[src/rtl/fc_prop_monitor_if.sv]
// Bus bundle for fc_prop_monitor: per-channel check controls in, sticky
// error status, first-error capture and violation counters out.
interface fc_prop_monitor_if #(
    parameter int NUM_CHK = 4,
    parameter int LAT_W   = 5,
    parameter int CNT_W   = 8,
    parameter int ID_W    = 2
);
    logic [NUM_CHK-1:0]            chk_en_i;
    logic [NUM_CHK-1:0]            trig_i;
    logic [NUM_CHK-1:0]            cond_i;
    logic [NUM_CHK-1:0]            mode_i;
    logic [NUM_CHK-1:0][LAT_W-1:0] lat_i;
    logic                          clr_i;
    logic [NUM_CHK-1:0]            err_o;
    logic                          first_err_vld_o;
    logic [ID_W-1:0]               first_err_id_o;
    logic                          irq_o;
    logic [NUM_CHK-1:0][CNT_W-1:0] viol_cnt_o;

    modport master (
        output chk_en_i, trig_i, cond_i, mode_i, lat_i, clr_i,
        input  err_o, first_err_vld_o, first_err_id_o, irq_o, viol_cnt_o
    );

    modport slave (
        input  chk_en_i, trig_i, cond_i, mode_i, lat_i, clr_i,
        output err_o, first_err_vld_o, first_err_id_o, irq_o, viol_cnt_o
    );
endinterface

[src/rtl/fc_prop_monitor.sv]
// Runtime implication checker: NUM_CHK channels of "trig -> cond within/at N cycles".
// Define FC_PROP_MON_VIOL_CNT_EN to build the per-channel saturating violation counters.
module fc_prop_chan #(
    parameter int LAT_W   = 5,
    parameter int MAX_LAT = 16
) (
    input  logic             clk,
    input  logic             rst,
    input  logic             en,
    input  logic             trig,
    input  logic             cond,
    input  logic             mode,
    input  logic [LAT_W-1:0] lat,
    output logic             viol
);
    typedef enum logic {IDLE, ARMED} state_t;

    localparam logic [LAT_W-1:0] LAT_MAX = LAT_W'(MAX_LAT);

    state_t           state_q, state_n;
    logic [LAT_W-1:0] cnt_q, cnt_n;
    logic [LAT_W-1:0] lat_c;
    logic             mode_q, mode_n;

    assign lat_c = (lat > LAT_MAX) ? LAT_MAX : lat;

    always_ff @(posedge clk or posedge rst) begin
        if (rst) begin
            state_q <= IDLE;
            cnt_q   <= '0;
            mode_q  <= 1'b0;
        end else begin
            state_q <= state_n;
            cnt_q   <= cnt_n;
            mode_q  <= mode_n;
        end
    end

    // viol is combinational; the top registers it, and a disabled channel never reports
    always_comb begin
        state_n = state_q;
        cnt_n   = cnt_q;
        mode_n  = mode_q;
        viol    = 1'b0;
        if (!en) begin
            state_n = IDLE;
            cnt_n   = '0;
        end else begin
            case (state_q)
                IDLE: begin
                    if (trig) begin
                        if (lat_c == '0) begin
                            viol = !cond;
                        end else begin
                            cnt_n   = lat_c;
                            mode_n  = mode;
                            state_n = ARMED;
                        end
                    end
                end
                ARMED: begin
                    if (!mode_q && cond) begin
                        state_n = IDLE;
                        cnt_n   = '0;
                    end else if (cnt_q == LAT_W'(1)) begin
                        viol    = !cond;
                        state_n = IDLE;
                        cnt_n   = '0;
                    end else begin
                        cnt_n = cnt_q - LAT_W'(1);
                    end
                end
                default: begin
                    state_n = IDLE;
                    cnt_n   = '0;
                end
            endcase
        end
    end
endmodule

module fc_prop_monitor #(
    parameter int NUM_CHK = 4,
    parameter int MAX_LAT = 16,
    parameter int CNT_W   = 8
) (
    input  logic              clk_i,
    input  logic              rst_i,
    fc_prop_monitor_if.slave  bus
);
    localparam int LAT_W = $clog2(MAX_LAT + 1);
    localparam int ID_W  = (NUM_CHK > 1) ? $clog2(NUM_CHK) : 1;

    logic [NUM_CHK-1:0] viol;
    logic [NUM_CHK-1:0] err_q, err_n;
    logic               irq_q;
    logic               first_vld_q;
    logic [ID_W-1:0]    first_id_q, first_id_n;

    for (genvar g = 0; g < NUM_CHK; g++) begin : g_chan
        fc_prop_chan #(
            .LAT_W   (LAT_W),
            .MAX_LAT (MAX_LAT)
        ) u_chan (
            .clk  (clk_i),
            .rst  (rst_i),
            .en   (bus.chk_en_i[g]),
            .trig (bus.trig_i[g]),
            .cond (bus.cond_i[g]),
            .mode (bus.mode_i[g]),
            .lat  (bus.lat_i[g]),
            .viol (viol[g])
        );
    end

    // A violation coincident with clr survives the clear
    assign err_n = (bus.clr_i ? '0 : err_q) | viol;

    always_comb begin
        first_id_n = '0;
        for (int i = NUM_CHK - 1; i >= 0; i--) begin
            if (viol[i]) first_id_n = ID_W'(i);
        end
    end

    always_ff @(posedge clk_i or posedge rst_i) begin
        if (rst_i) begin
            err_q       <= '0;
            irq_q       <= 1'b0;
            first_vld_q <= 1'b0;
            first_id_q  <= '0;
        end else begin
            err_q <= err_n;
            irq_q <= |err_n;
            if ((|viol) && (bus.clr_i || !first_vld_q)) begin
                first_vld_q <= 1'b1;
                first_id_q  <= first_id_n;
            end else if (bus.clr_i) begin
                first_vld_q <= 1'b0;
                first_id_q  <= '0;
            end
        end
    end

    assign bus.err_o           = err_q;
    assign bus.irq_o           = irq_q;
    assign bus.first_err_vld_o = first_vld_q;
    assign bus.first_err_id_o  = first_id_q;

`ifdef FC_PROP_MON_VIOL_CNT_EN
    logic [NUM_CHK-1:0][CNT_W-1:0] cnt_q;

    // Counters survive clr; only reset zeroes them
    always_ff @(posedge clk_i or posedge rst_i) begin
        if (rst_i) begin
            cnt_q <= '0;
        end else begin
            for (int i = 0; i < NUM_CHK; i++) begin
                if (viol[i] && (cnt_q[i] != {CNT_W{1'b1}})) cnt_q[i] <= cnt_q[i] + CNT_W'(1);
            end
        end
    end

    assign bus.viol_cnt_o = cnt_q;
`else
    assign bus.viol_cnt_o = {NUM_CHK{{CNT_W{1'b0}}}};
`endif
endmodule

[src/flat_wrapper.sv]
// flat-port wrapper written by rule: the top's interface ports become plain ports
module fc_prop_monitor_flat 
#(
    parameter int NUM_CHK = 4,
    parameter int MAX_LAT = 16,
    parameter int CNT_W   = 8
)
  (clk_i, rst_i, bus_chk_en_i, bus_trig_i, bus_cond_i, bus_mode_i, bus_lat_i, bus_clr_i, bus_err_o, bus_first_err_vld_o, bus_first_err_id_o, bus_irq_o, bus_viol_cnt_o);
  fc_prop_monitor_if #(.NUM_CHK(NUM_CHK), .LAT_W((5)), .CNT_W(CNT_W), .ID_W((2))) bus_i ();
  input  logic clk_i;
  input  logic rst_i;
  input wire logic [$bits(bus_i.chk_en_i)-1:0] bus_chk_en_i;
  input wire logic [$bits(bus_i.trig_i)-1:0] bus_trig_i;
  input wire logic [$bits(bus_i.cond_i)-1:0] bus_cond_i;
  input wire logic [$bits(bus_i.mode_i)-1:0] bus_mode_i;
  input wire logic [$bits(bus_i.lat_i)-1:0] bus_lat_i;
  input wire logic [$bits(bus_i.clr_i)-1:0] bus_clr_i;
  output wire logic [$bits(bus_i.err_o)-1:0] bus_err_o;
  output wire logic [$bits(bus_i.first_err_vld_o)-1:0] bus_first_err_vld_o;
  output wire logic [$bits(bus_i.first_err_id_o)-1:0] bus_first_err_id_o;
  output wire logic [$bits(bus_i.irq_o)-1:0] bus_irq_o;
  output wire logic [$bits(bus_i.viol_cnt_o)-1:0] bus_viol_cnt_o;
  assign bus_i.chk_en_i = bus_chk_en_i;
  assign bus_i.trig_i = bus_trig_i;
  assign bus_i.cond_i = bus_cond_i;
  assign bus_i.mode_i = bus_mode_i;
  assign bus_i.lat_i = bus_lat_i;
  assign bus_i.clr_i = bus_clr_i;
  assign bus_err_o = bus_i.err_o;
  assign bus_first_err_vld_o = bus_i.first_err_vld_o;
  assign bus_first_err_id_o = bus_i.first_err_id_o;
  assign bus_irq_o = bus_i.irq_o;
  assign bus_viol_cnt_o = bus_i.viol_cnt_o;
  fc_prop_monitor #(.NUM_CHK(NUM_CHK), .MAX_LAT(MAX_LAT), .CNT_W(CNT_W)) u_core (.clk_i(clk_i), .rst_i(rst_i), .bus(bus_i));
endmodule
[config.mk]
export PLATFORM = sky130hd
export DESIGN_NAME = fc_prop_monitor_flat
export DESIGN_NICKNAME = d
export VERILOG_FILES = /design/src/rtl/fc_prop_monitor_if.sv /design/src/rtl/fc_prop_monitor.sv /design/src/flat_wrapper.sv
export SDC_FILE = /design/constraint.sdc
export NUM_CORES = 1
export LEC_CHECK = 0
export CORE_MARGIN = 2
export CORE_UTILIZATION = 50
export CTS_CLUSTER_DIAMETER = 60
export DETAILED_ROUTE_END_ITERATION = 6
export GPL_ROUTABILITY_DRIVEN = 0
export PLACE_DENSITY = 0.84
export SLEW_MARGIN = 20
export SYNTH_ARGS = -nofsm -noshare
export SYNTH_HDL_FRONTEND = slang
export SYNTH_SLANG_ARGS = --single-unit
export TNS_END_PERCENT = 20
[constraint.sdc]
create_clock -name clk_i -period 3.95 [get_ports clk_i]
set_clock_uncertainty 0.2 [all_clocks]
set_input_delay 0.9875 -clock clk_i [delete_from_list [all_inputs] [get_ports clk_i]]
set_output_delay 0.9875 -clock clk_i [all_outputs]
set_load 0.005 [all_outputs]
* Yosys cells after proc, flatten, opt, wreduce, memory -nomap -nowiden *
Index checks and enable logic that the tools add are counted.

word-level totals
  logic and storage cells = 160
  bits of input ports = 39
  output and inout bits = 40
  flip-flop bits (word level) = 36

cells by class
  equal/unequal tests = 12
  bitwise operators = 9
  mux-type cells = 85
  $add $sub $neg = 4
  reduce and logical (&&, ||, !) cells = 30
  order comparisons = 4

operators with widths
  cell                                                                    number
  5-bit 2-to-1 mux                                                        24
  1-bit 2-to-1 mux                                                        42
  5-bit one-hot mux with 2 select lines                                   4
  3-bit inequality test (second input constant)                           8
  5-bit by 1-bit equality test with 1-bit output (second input constant)  4
  5-bit > comparator (second input constant)                              4
  5-bit logical NOT                                                       4
  5-bit by 1-bit subtractor with 5-bit output (second input constant)     4
  1-bit one-hot mux with 2 select lines                                   8
  4-bit AND reduction                                                     4
  2-bit 2-to-1 mux                                                        6
  1-bit logical NOT                                                       9
  1-bit NOT                                                               8
  2-bit AND reduction                                                     4
  4-bit OR reduction                                                      2
  1-bit logical AND                                                       5
  4-bit 2-to-1 mux                                                        1
  4-bit bitwise OR                                                        1
  2-bit nonzero test                                                      1
  1-bit logical OR                                                        1

* Logic depth before layout (Yosys ltp) *
  depth after elaboration = 12
  depth in mapped cells = 7
  mapped depth without buffers = 7

* By module *
Synthesis repeated with hierarchy kept, for this count alone.

second synthesis, totals
  cell total of the unflattened synthesis = 291
  area total of the unflattened synthesis = 2,668.8 um2

modules (own cells, without submodules)
  module                                      sequential area each (um2)  cells each  times used  area an instance (um2)
  fc_prop_chan (u_core.g_chan[0].u_chan ...)  175.2                       58          3           531.8
  fc_prop_monitor                             200.2                       59          1           566.8
  fc_prop_chan (u_core.g_chan[3].u_chan)      175.2                       58          1           506.7

* Worst setup path after synthesis *
OpenSTA, ideal clock, no wires.

  path type = in2reg
  from = input bus_lat_i[5]
  to = register u_core.first_id_q[1] (netlist: u_core.bus.first_err_id_o[1])
  setup slack = 1,250 ps
  stages on the path = 5
  setup time = 128 ps
  buffers on the path = 0
  data arrival time = 2,372 ps
  data required time = 3,622 ps
  path through = or4_4 -> o32a_1 -> o311a_4 -> o211ai_2 -> o21ai_1

on the way
  cells in the longest elaborated chain, start to end = 10
  elaborated cells on any way between the ends = 13
  those cells by class = 1 x order compare; 8 x mux; 4 x reduce/logical

ends and longest elaborated chain
  element                                                 line                                            text
  start: declaration                                      flat_wrapper.sv:16                              input wire logic [$bits(bus_i.lat_i)-1:0] bus_lat_i;
  5-bit > comparator                                      fc_prop_monitor.sv:25                           assign lat_c = (lat > LAT_MAX) ? LAT_MAX : lat;
  5-bit 2-to-1 mux *                                      fc_prop_monitor.sv:25
  5-bit logical NOT *                                     fc_prop_monitor.sv:52                           if (lat_c == '0) begin
  1-bit 2-to-1 mux *                                      fc_prop_monitor.sv:52
  1-bit 2-to-1 mux *                                      fc_prop_monitor.sv:51                           if (trig) begin
  1-bit one-hot mux with 2 select lines *                 fc_prop_monitor.sv:49                           case (state_q)
  1-bit 2-to-1 mux *                                      fc_prop_monitor.sv:45                           if (!en) begin
  2-bit 2-to-1 mux or 4-bit OR reduction (tied branches)  fc_prop_monitor.sv:122, fc_prop_monitor.sv:135
  2-bit 2-to-1 mux or 1-bit logical AND (tied branches)   fc_prop_monitor.sv:122, fc_prop_monitor.sv:135
  2-bit 2-to-1 mux or 2-bit nonzero test (tied branches)  -
  end signal: assignment                                  fc_prop_monitor.sv:137                          first_id_q <= first_id_n;
  end: declaration                                        fc_prop_monitor.sv:98                           logic [ID_W-1:0] first_id_q, first_id_n;

Every way passes the cells marked *; elsewhere a longest branch is shown, timed or not.
A chain may end at the register's enable or synchronous reset.

* Worst setup path after layout *
  from = input bus_trig_i[0]
  to = register u_core.first_id_q[1] (netlist: u_core.bus.first_err_id_o[1])

on the way
  cells in the longest elaborated chain, start to end = 6
  elaborated cells on any way between the ends = 8
  those cells by class = 5 x mux; 3 x reduce/logical

ends and longest elaborated chain
  element                                                 line                    text
  start: declaration                                      flat_wrapper.sv:13      input wire logic [$bits(bus_i.trig_i)-1:0] bus_trig_i;
  1-bit 2-to-1 mux *                                      fc_prop_monitor.sv:51
  1-bit one-hot mux with 2 select lines *                 fc_prop_monitor.sv:49
  1-bit 2-to-1 mux *                                      fc_prop_monitor.sv:45
  4-bit OR reduction                                      fc_prop_monitor.sv:135  if ((|viol) && (bus.clr_i || !first_vld_q)) begin
  1-bit logical AND                                       fc_prop_monitor.sv:135
  2-bit 2-to-1 mux or 2-bit nonzero test (tied branches)  -

Marked as above.

==> metrics.txt <==
hpwl dp=4.05 mm; met3 wire len=316 microns; commonest non-fill, non-tap cell in the layout=clkdlybuf4s50_1; largest net degree at the start of global routing=20; Cell variety after synth=59; maximum VDD drop=0.000254 V; WL met1=2.31 mm; Die Y=74.0 microns; post-CTS resize count=0; Clock Pin Slew Worst Setup and Hold Paths=0.07 ns; total wire length after detailed routing=5.21 mm; tightest hold margin=0.299 ns; cts bufs inserted=5; share of the clock period used by the worst path=74.0%; die area=5480 sq um; fmax=342 MHz; worst min path class=register to register; drt wl/cell=13.3 microns; Finished Cell Area=2980 sq um; MaxCap Viol Count=0; #FFs+latches synth=36; clk root buf=clkbuf_8; Required @ worst endpoint=3.92 ns; Clock Path Buffers=2; vias in the first global route=1939; minimum clock period=2.92 ns; multi-input logic area=1350 sq um; Syn Inst Count=274; Slew headroom=54.4%; Non-Filler Instances=393; ant diodes=0; global-route wire length before repair=8.56 mm; Syn-to-layout area delta=21.5%; layout cells sized above 1=7.36%; Storage cell area=901 sq um; Setup-failing EPs final=0; port bufs=46; Residual DRC=0; proportion of netlist area held by the largest area contributor=36.8%; global-route usage over all layers=19.8%; row count=25; Warnings, synthesis=0; max-slew violations=0; Setup Total Neg Slack=0 ns; DR pass1 iterations=4; kind of critical path=input port to register; CP endpoint kind=register; top cells by area, synth=dfrtp_1 37%, buf_4 9.8%, ha_1 4.1%, nor2_1 3.8%, o21ai_0 3.1%; # nets final=372; Hold Fails Final Rpt=0; Via-to-Cell Ratio=5.39; num ports=79; placed instance area=2870 sq um; H-tree depth=2; worst path arrival time=2.89 ns; Leak=1.35 nW; Clk Latency, worst-skew pair=0.29 ns; measured slew at the worst slew-check pin=0.683 ns; largest fanout on the critical path=4; via count=2119; hold_buf cts=0; DRT iter0 DRCs=90; Synth Flop Type=dfrtp_1; dpl ws=0.736 ns; Overflow after GRT=0; PwrDens=350 nW/um^2; Post-Syn Area=2450 sq um; syn_area_per_cell=8.95 sq um; CORE AREA=4720 sq um; Post-CTS Setup Repair Bufs=0; Worst setup SP type=input port; outcome=complete, no violations; final core utilization=63.1%; CTS sink cnt=36; asr flop ratio synth=100%; filler instances=394; sequential-to-total area share from yosys stat=36.8%; RSZ-0062 raised after global routing=no; commonest cells after routing, fill and taps aside=46 x clkdlybuf4s50_1, 36 x dfrtp_1, 32 x conb_1; Total Power=1.04 mW; TritonCTS clock tree=done; top routing layer in use=met4; DRT antenna net count=0; die width=74.0 microns; dpl cells=385; initial antenna violation count=0; setup ws final=1.03 ns; area leader, netlist=dfrtp_1; met2 WL=2.55 mm; Initial Util=51.9%; EDFF count, synth=0
worst max-delay path, cell delays in order:
cell and delay (ns):
clkdlybuf4s50_1 0.52, or4bb_1 0.47, or4_1 0.50, o311a_4 0.18, o211ai_2 0.15, o21ai_1 0.08
cell families (layout without fill, tap and decap cells):
| logic type | count (synthesis) | in the layout | synth area share [%] |
|---|---|---|---|
| adders and majority gates | 8 | 8 | 4.08 |
| other | 1 | 32 | 0.153 |
| and+or+nand+nor | 95 | 95 | 21.4 |
| xor gates and xnor gates | 4 | 4 | 1.43 |
| muxes | 4 | 4 | 1.84 |
| DFF | 36 | 36 | 36.8 |
| AOI/OAI and AO/OA | 74 | 74 | 21.5 |
| buffers and inverters | 52 | 73 | 12.9 |
routing by layer:
layer  vias up  global-route usage (%)
met2        73                    34.6
met4         0                    4.85
li1       1038                       -
met5         -                       0
met1      1005                    25.8
met3         3                    3.25
flip-flops by register name, summed over array words and instances (netlist names):
name	flops
u_core.g_chan.u_chan.cnt_q	20
u_core.bus.err_o	4
u_core.g_chan.u_chan.mode_q	4
u_core.g_chan.u_chan.state_q	4
u_core.bus.first_err_id_o	2
u_core.bus.first_err_vld_o	1
u_core.bus.irq_o	1
Yosys cell counts, drive strengths merged (5+ instances only):
master,number
dfrtp,36
buf,32
nor2,25
inv,18
nand2,18
o21ai,18
a21oi,14
nand2b,9
ha,8
nor3b,8
nand3,6
o22ai,6
nor3,5
or4,5
area by class of cell:
type / count / area share, %
inverters: 18 / 2.27
clock inverters: 2 / 1.18
flip-flops and latches: 36 / 30.2
repair buffers: 47 / 15.7
clock buffers: 6 / 2.44
multi-input cells: 217 / 45.4
well taps: 67 / 2.81
worst paths after layout:
path	startpoint	end	slack [ns]	cells after the start
max	bus_trig_i[0]	u_core.bus.first_err_id_o[1]$_DFFE_PP0P_	1.03	6
min	u_core.g_chan[1].u_chan.mode_q$_DFFE_PP0P_	u_core.g_chan[1].u_chan.mode_q$_DFFE_PP0P_	0.30	1
max reg2reg	u_core.g_chan[2].u_chan.cnt_q[1]$_DFFE_PP0P_	u_core.bus.first_err_id_o[0]$_DFFE_PP0P_	1.71	7
min reg2reg	u_core.g_chan[1].u_chan.mode_q$_DFFE_PP0P_	u_core.g_chan[1].u_chan.mode_q$_DFFE_PP0P_	0.30	1
max in group asynchronous	rst_i	u_core.g_chan[3].u_chan.cnt_q[2]$_DFFE_PP0P_	1.94	3
min in group asynchronous	rst_i	u_core.bus.first_err_id_o[0]$_DFFE_PP0P_	0.90	2
power by group:
| group | switching, mW | leakage [nW] | internal, mW |
|---|---|---|---|
| Clock | 0.131 | 0.0552 | 0.187 |
| Combinational | 0.131 | 0.823 | 0.138 |
| Sequential | 0.0431 | 0.474 | 0.411 |
| Total | 0.305 | 1.35 | 0.736 |
No activity file was read; power rests on OpenSTA's default activity.
